==> src/rtl/game_pkg.sv <==
// Shared types and widths for the game controller slice.
package game_pkg;
    typedef enum logic [1:0] {
        IDLE = 2'd0,
        PLAY = 2'd1,
        DEAD = 2'd2
    } state_t;

    localparam int NUM_TUBES = 3;
    localparam int COORD_W   = 11;
    localparam int SCORE_W   = 10;
endpackage

==> src/rtl/tube_hit_check.sv <==
// Combinational bird-vs-tube overlap test plus "tube already behind the bird" flag.
module tube_hit_check
    import game_pkg::*;
#(
    parameter int TUBE_WIDTH = 60,
    parameter int GAP_HEIGHT = 600,
    parameter int BIRD_X     = 200,
    parameter int BIRD_SIZE  = 32
) (
    input  logic [COORD_W-1:0] i_tube_x,
    input  logic [COORD_W-1:0] i_gap_y,
    input  logic [COORD_W-1:0] i_bird_y,
    output logic               o_hit,
    output logic               o_past
);
    localparam int CW = COORD_W + 1;
    localparam logic [CW-1:0] X_LO = CW'(BIRD_X);
    localparam logic [CW-1:0] X_HI = CW'(BIRD_X + BIRD_SIZE + TUBE_WIDTH);
    localparam logic [CW-1:0] BSZ  = CW'(BIRD_SIZE);
    localparam logic [CW-1:0] GAPH = CW'(GAP_HEIGHT);

    // One extra bit so the sums below never wrap.
    logic [CW-1:0] w_tube_x;
    logic [CW-1:0] w_gap_y;
    logic [CW-1:0] w_bird_y;
    logic          w_horiz;
    logic          w_vert;

    assign w_tube_x = {1'b0, i_tube_x};
    assign w_gap_y  = {1'b0, i_gap_y};
    assign w_bird_y = {1'b0, i_bird_y};

    assign w_horiz = (X_LO < w_tube_x) && (w_tube_x < X_HI);
    assign w_vert  = (w_bird_y < w_gap_y) || ((w_bird_y + BSZ) > (w_gap_y + GAPH));
    assign o_hit   = w_horiz && w_vert;
    assign o_past  = (w_tube_x <= X_LO);
endmodule

==> src/rtl/game_ctrl.sv <==
// Game-state FSM: collision detection, tube scoring, best score and post-death hold.
module game_ctrl
    import game_pkg::*;
#(
    parameter int SCREEN_HEIGHT = 768,
    parameter int TUBE_WIDTH    = 60,
    parameter int GAP_HEIGHT    = 600,
    parameter int BIRD_X        = 200,
    parameter int BIRD_SIZE     = 32,
    parameter int DEAD_HOLD     = 65_000_000,
    parameter int SCORE_MAX     = 999
) (
    input  logic                                clk,
    input  logic                                rst,
    input  logic                                frame_tick,
    input  logic                                btn_flap,
    input  logic [COORD_W-1:0]                  bird_y,
    input  logic [NUM_TUBES-1:0][COORD_W-1:0]   tube_x,
    input  logic [NUM_TUBES-1:0][COORD_W-1:0]   gap_y,
    output logic                                game_rst,
    output logic [1:0]                          state,
    output logic                                collision,
    output logic [SCORE_W-1:0]                  score,
    output logic [SCORE_W-1:0]                  best_score
);
    localparam int CNT_W = (DEAD_HOLD > 1) ? $clog2(DEAD_HOLD) : 1;
    localparam logic [CNT_W-1:0]   HOLD_LAST = CNT_W'(DEAD_HOLD - 1);
    localparam logic [COORD_W:0]   FLOOR_Y   = (COORD_W+1)'(SCREEN_HEIGHT);
    localparam logic [COORD_W:0]   BSZ       = (COORD_W+1)'(BIRD_SIZE);
    localparam logic [SCORE_W:0]   SMAX_W    = (SCORE_W+1)'(SCORE_MAX);

    state_t                 r_state;
    state_t                 w_state_nxt;
    logic [NUM_TUBES-1:0]   r_passed;
    logic [SCORE_W-1:0]     r_score;
    logic [SCORE_W-1:0]     r_best;
    logic                   r_collision;
    logic [CNT_W-1:0]       r_hold_cnt;

    logic [NUM_TUBES-1:0]   w_hit;
    logic [NUM_TUBES-1:0]   w_past;
    logic                   w_floor;
    logic                   w_any_hit;
    logic [1:0]             w_pass_cnt;
    logic [SCORE_W:0]       w_score_sum;
    logic [SCORE_W-1:0]     w_score_nxt;
    logic                   w_hold_done;

    for (genvar g = 0; g < NUM_TUBES; g++) begin : g_tube
        tube_hit_check #(
            .TUBE_WIDTH (TUBE_WIDTH),
            .GAP_HEIGHT (GAP_HEIGHT),
            .BIRD_X     (BIRD_X),
            .BIRD_SIZE  (BIRD_SIZE)
        ) u_hit (
            .i_tube_x (tube_x[g]),
            .i_gap_y  (gap_y[g]),
            .i_bird_y (bird_y),
            .o_hit    (w_hit[g]),
            .o_past   (w_past[g])
        );
    end

    assign w_floor   = ({1'b0, bird_y} + BSZ) >= FLOOR_Y;
    assign w_any_hit = (|w_hit) || w_floor;

    // A tube scores once when it first reaches the bird; passed re-arms once it is ahead again.
    always_comb begin
        w_pass_cnt = 2'd0;
        for (int i = 0; i < NUM_TUBES; i++) begin
            w_pass_cnt = w_pass_cnt + {1'b0, w_past[i] & ~r_passed[i]};
        end
    end

    assign w_score_sum = {1'b0, r_score} + {{(SCORE_W-1){1'b0}}, w_pass_cnt};
    assign w_score_nxt = (w_score_sum > SMAX_W) ? SMAX_W[SCORE_W-1:0] : w_score_sum[SCORE_W-1:0];
    assign w_hold_done = (r_hold_cnt == HOLD_LAST);

    always_ff @(posedge clk) begin
        if (rst) r_state <= IDLE;
        else     r_state <= w_state_nxt;
    end

    always_comb begin
        w_state_nxt = r_state;
        case (r_state)
            IDLE:    if (btn_flap) w_state_nxt = PLAY;
            PLAY:    if (frame_tick && w_any_hit) w_state_nxt = DEAD;
            DEAD:    if (w_hold_done) w_state_nxt = IDLE;
            default: w_state_nxt = IDLE;
        endcase
    end

    always_ff @(posedge clk) begin
        if (rst) begin
            r_passed    <= '0;
            r_score     <= '0;
            r_best      <= '0;
            r_collision <= 1'b0;
            r_hold_cnt  <= '0;
        end else begin
            r_collision <= 1'b0;
            case (r_state)
                IDLE: begin
                    if (btn_flap) begin
                        r_score  <= '0;
                        r_passed <= '0;
                    end
                end
                PLAY: begin
                    if (frame_tick) begin
                        r_score  <= w_score_nxt;
                        r_passed <= w_past;
                        if (w_any_hit) begin
                            r_collision <= 1'b1;
                            if (w_score_nxt > r_best) r_best <= w_score_nxt;
                        end
                    end
                end
                DEAD: begin
                    r_hold_cnt <= w_hold_done ? '0 : r_hold_cnt + 1'b1;
                end
                default: ;
            endcase
        end
    end

    assign game_rst   = (r_state == IDLE);
    assign state      = r_state;
    assign collision  = r_collision;
    assign score      = r_score;
    assign best_score = r_best;
endmodule

==> config.mk <==
export PLATFORM = sky130hd
export DESIGN_NAME = game_ctrl
export DESIGN_NICKNAME = d
export VERILOG_FILES = /design/src/rtl/game_pkg.sv /design/src/rtl/tube_hit_check.sv /design/src/rtl/game_ctrl.sv
export SDC_FILE = /design/constraint.sdc
export NUM_CORES = 1
export LEC_CHECK = 0
export ABC_AREA = 0
export BUFFER_PORTS_ARGS = -buffer_cell sky130_fd_sc_hd__buf_2
export CORE_UTILIZATION = 60
export DETAILED_ROUTE_END_ITERATION = 16
export GPL_TIMING_DRIVEN = 0
export HOLD_SLACK_MARGIN = 0.08
export PLACE_DENSITY_LB_ADDON = 0.3
export SLEW_MARGIN = 40
export SYNTH_ARGS = -nofsm -noshare
export SYNTH_HDL_FRONTEND = slang
export SYNTH_SLANG_ARGS = --single-unit
==> constraint.sdc <==
create_clock -name clk -period 10.8 [get_ports clk]
set_clock_uncertainty 0.2 [all_clocks]
set_input_delay 2.16 -clock clk [delete_from_list [all_inputs] [get_ports clk]]
set_output_delay 2.16 -clock clk [all_outputs]
set_load 0.05 [all_outputs]
==> key figures <==
Pwr
  • Pwr/cell area: 85.4 nW/um^2
  • Tot Pwr: 0.481 mW
  • Psw: 0.169 mW
  • Seq pwr share: 41.1%
  • Internal power: 0.312 mW
  • Standby leakage power: 2.61 nW
  • Maximum vdd drop: 51.3 uV
  • Logic pwr share: 34.7%
  • Switching share of power: 35.1%
  • Clock power share: 24.2%

Place
  • Dpl hpwl: 10300 um
  • Placed Area: 5540 um^2
  • GPL Wtd Cong: 0.922
  • PortBufs: 104

Drt
  • Top Metal Used: met4
  • Avg Vias per Cell: 6.05
  • Post-route ant nets: 0
  • Via count: 4962
  • Aggregate routed wire length: 12400 um
  • Drt wl/cell: 15.1 um
  • Post-route DRC: 0
  • Routed length on met2: 6390 um
  • DRT iter0 DRCs: 188
  • Number of iterations in the first detailed-routing pass: 5
  • Wl on met1: 4970 um
  • Met3 routed WL: 587 um

Finish
  • Area Overhead vs Synth: 15.2%
  • Share of layout cells above drive strength 1: 18.0%
  • NumNets Final: 875
  • Fin area: 5630 um^2
  • Fillers: 644
  • N_diodes: 0

Timing
  • Fmax: 126 MHz
  • Hold Fails Final Rpt: 0
  • RSZ-0062 raised after global routing: false
  • Final Cycle Share: 73.5%
  • Slew headroom: 43.4%
  • Min cycle time layout: 7940 ps
  • Setup TNS Final: 0 ps
  • Max-slew violations: 0
  • Final setup viols: 0
  • Least-Margin Pin Slew: 847 ps

Synthesis
  • Distinct cell type count after synthesis: 63
  • Syn_area_per_cell: 8.07 um^2
  • Prevailing post-synth register cell: dfxtp_1
  • Synth async-reset ratio: 0%
  • Area leader, netlist: dfxtp_1
  • Post-Syn Nets: 764
  • Seq/Total Area, Yosys: 21.3%
  • Synth top area share: 21.3%
  • Post-Synthesis Cells: 606
  • Syn Std Cell Area: 4890 um^2
  • Yosys warnings: 0
  • Main area contributors after synthesis: dfxtp_1 (21%), ha_1 (19%), xnor2_1 (5.0%)
  • Number of flops mapped to enable cells by yosys: 0
  • Yosys reg bits: 52

Floorplanning
  • Io pins: 105
  • # rows: 32
  • Chip width: 92.3 um
  • Die Y: 92.3 um
  • Initial Util: 62.6%
  • Core outline area: 7810 um^2
  • Die Area: 8510 um^2

Global routing
  • Total grt overflow: 0
  • Global-route wire length before repair: 20300 um
  • Largest net degree at the start of global routing: 18
  • Initial antenna violation count: 0
  • GR Util All Layers: 29.3%
  • Number of global-route vias before repair: 4725

Setup path
  • Setup crit end kind: flip-flop
  • WP data arrival: 7900 ps
  • WS Path Type: in2reg
  • CP Launch Type: input port
  • CP Max Fanout: 7
  • Req. time, crit path: 10760 ps

Clocking
  • # hold bufs at CTS: 0
  • TritonCTS Sinks: 52
  • Post-CTS setup buffers: 0
  • Clock Root Buffer: clkbuf_8
  • TritonCTS buffer count: 5
  • Clock Latency Late Sink: 310 ps
  • Longest Clk Path Bufs: 2
  • CTS tree: yes
  • # resized after CTS: 0
  • Worst-path clk slew: 100 ps
  • H-tree Lvls: 2

Run status
  • Status: complete, no violations

Worst hold path
  • Worst hold-check path type: reg2reg

Run
  • Max_cap viols: 0
## critical path, stage by stage
cell and delay [ps]:
buf_2 100, o31a_1 290, o311a_1 320, or4_1 440, nor2_1 140, fa_1 430, ha_1 250, inv_1 80
fa_1 310, nand3b_1 200, xor2_1 320, nand2_1 100, a21oi_1 530, nand2_1 190, ha_1 350, nand4_1 120
nor2_1 280, o311ai_4 210, o311ai_4 340, o31ai_2 160, nor2_1 400, a311oi_1 170
## final timing paths
kind	from	end	slack [ps]	cells after the start
hold / removal	r_hold_cnt[1]	r_hold_cnt[1]	290	2
hold reg to reg	r_hold_cnt[1]	r_hold_cnt[1]	290	2
setup / recovery	tube_x[24]	best_score[1]	2860	22
setup reg to reg	r_passed[0]	best_score[1]	5340	18
## power groups by stage
stage	sequential [mW]	combinational (mW)	clock, mW
4_1_cts	0.198	0.166	0.117
5_1_grt	0.198	0.186	0.124
2_1_floorplan	0.210	0.106	0
3_3_place_gp	0.202	0.156	0
6_report	0.198	0.167	0.116
3_5_place_dp	0.202	0.165	0
## per-layer routing
| metal | vias up | global-route usage (%) |
|---|---|---|
| li1 | 2410 | - |
| met5 | - | 0 |
| met1 | 2317 | 32.4 |
| met4 | 0 | 13.8 |
| met3 | 37 | 3.07 |
| met2 | 198 | 55.6 |
## sequential cells by signal, summed over array words and instances, names as in the netlist
| name | count |
|---|---|
| score | 10 |
| best_score | 10 |
| r_passed | 3 |
| collision | 1 |
| state | 2 |
| r_hold_cnt | 26 |
## cell usage in the layout, fill, tap and decap left out, drive strengths merged, types with 9 or more instances in the layout
cell type	netlist	layout
a21o	9	9
a21oi	47	47
xor2	22	22
nor2	60	60
inv	52	53
dfxtp	52	52
xnor2	29	29
ha	75	75
buf	2	106
nand2	40	40
nand3	23	23
nand4	16	16
o21ai	31	31
nor2b	14	14
clkbuf	8	13
a22o	9	9
nor3	22	22
## cell families (layout without fill, tap and decap cells)
| logic type | count (synthesis) | after routing | synth area share, % |
|---|---|---|---|
| xor+xnor | 51 | 51 | 9.44 |
| compound gates | 145 | 145 | 20.7 |
| simple gates | 214 | 214 | 22.4 |
| mux | 5 | 5 | 1.02 |
| flops | 52 | 52 | 21.3 |
| buf+inv | 62 | 174 | 5.14 |
| fa+ha+maj | 77 | 77 | 20.0 |
## cells in the mapped netlist, drive strengths merged (6+ instances only)
| cell type | n |
|---|---|
| ha | 75 |
| nor2 | 60 |
| dfxtp | 52 |
| inv | 52 |
| a21oi | 47 |
| nand2 | 40 |
| o21ai | 31 |
| xnor2 | 29 |
| nand3 | 23 |
| nor3 | 22 |
| xor2 | 22 |
| nand4 | 16 |
| nor2b | 14 |
| a21o | 9 |
| a22o | 9 |
| clkbuf | 8 |
| o21a | 8 |
| o31a | 8 |
| and3 | 7 |
| or3 | 7 |
| or4 | 6 |
## cell type report
type                       count  area (um^2)  area share, %
timing repair buffer         104          520           9.24
clock buffer                   5         68.8           1.22
buffer                        10         56.3           1.00
multi-input combinational    492         3600           63.9
inverter                      52          195           3.47
clock inverter                 3         22.5          0.400
tap                          102          128           2.27
sequential                    52         1040           18.5
## metrics by stage
stage / cells / utilization [%] / hold WS (ps) / setup WS [ps]
6_report: 820 / 72.1 / 291 / 2860
5_1_grt: 820 / 72.1 / 314 / 2450
4_1_cts: 820 / 72.1 / 284 / 2970
3_5_place_dp: 812 / 70.9 / 262 / 2700
3_3_place_gp: 812 / 70.9 / 238 / 2790
2_1_floorplan: 606 / - / 226 / 3610
Power figures use the tool's default switching activity.
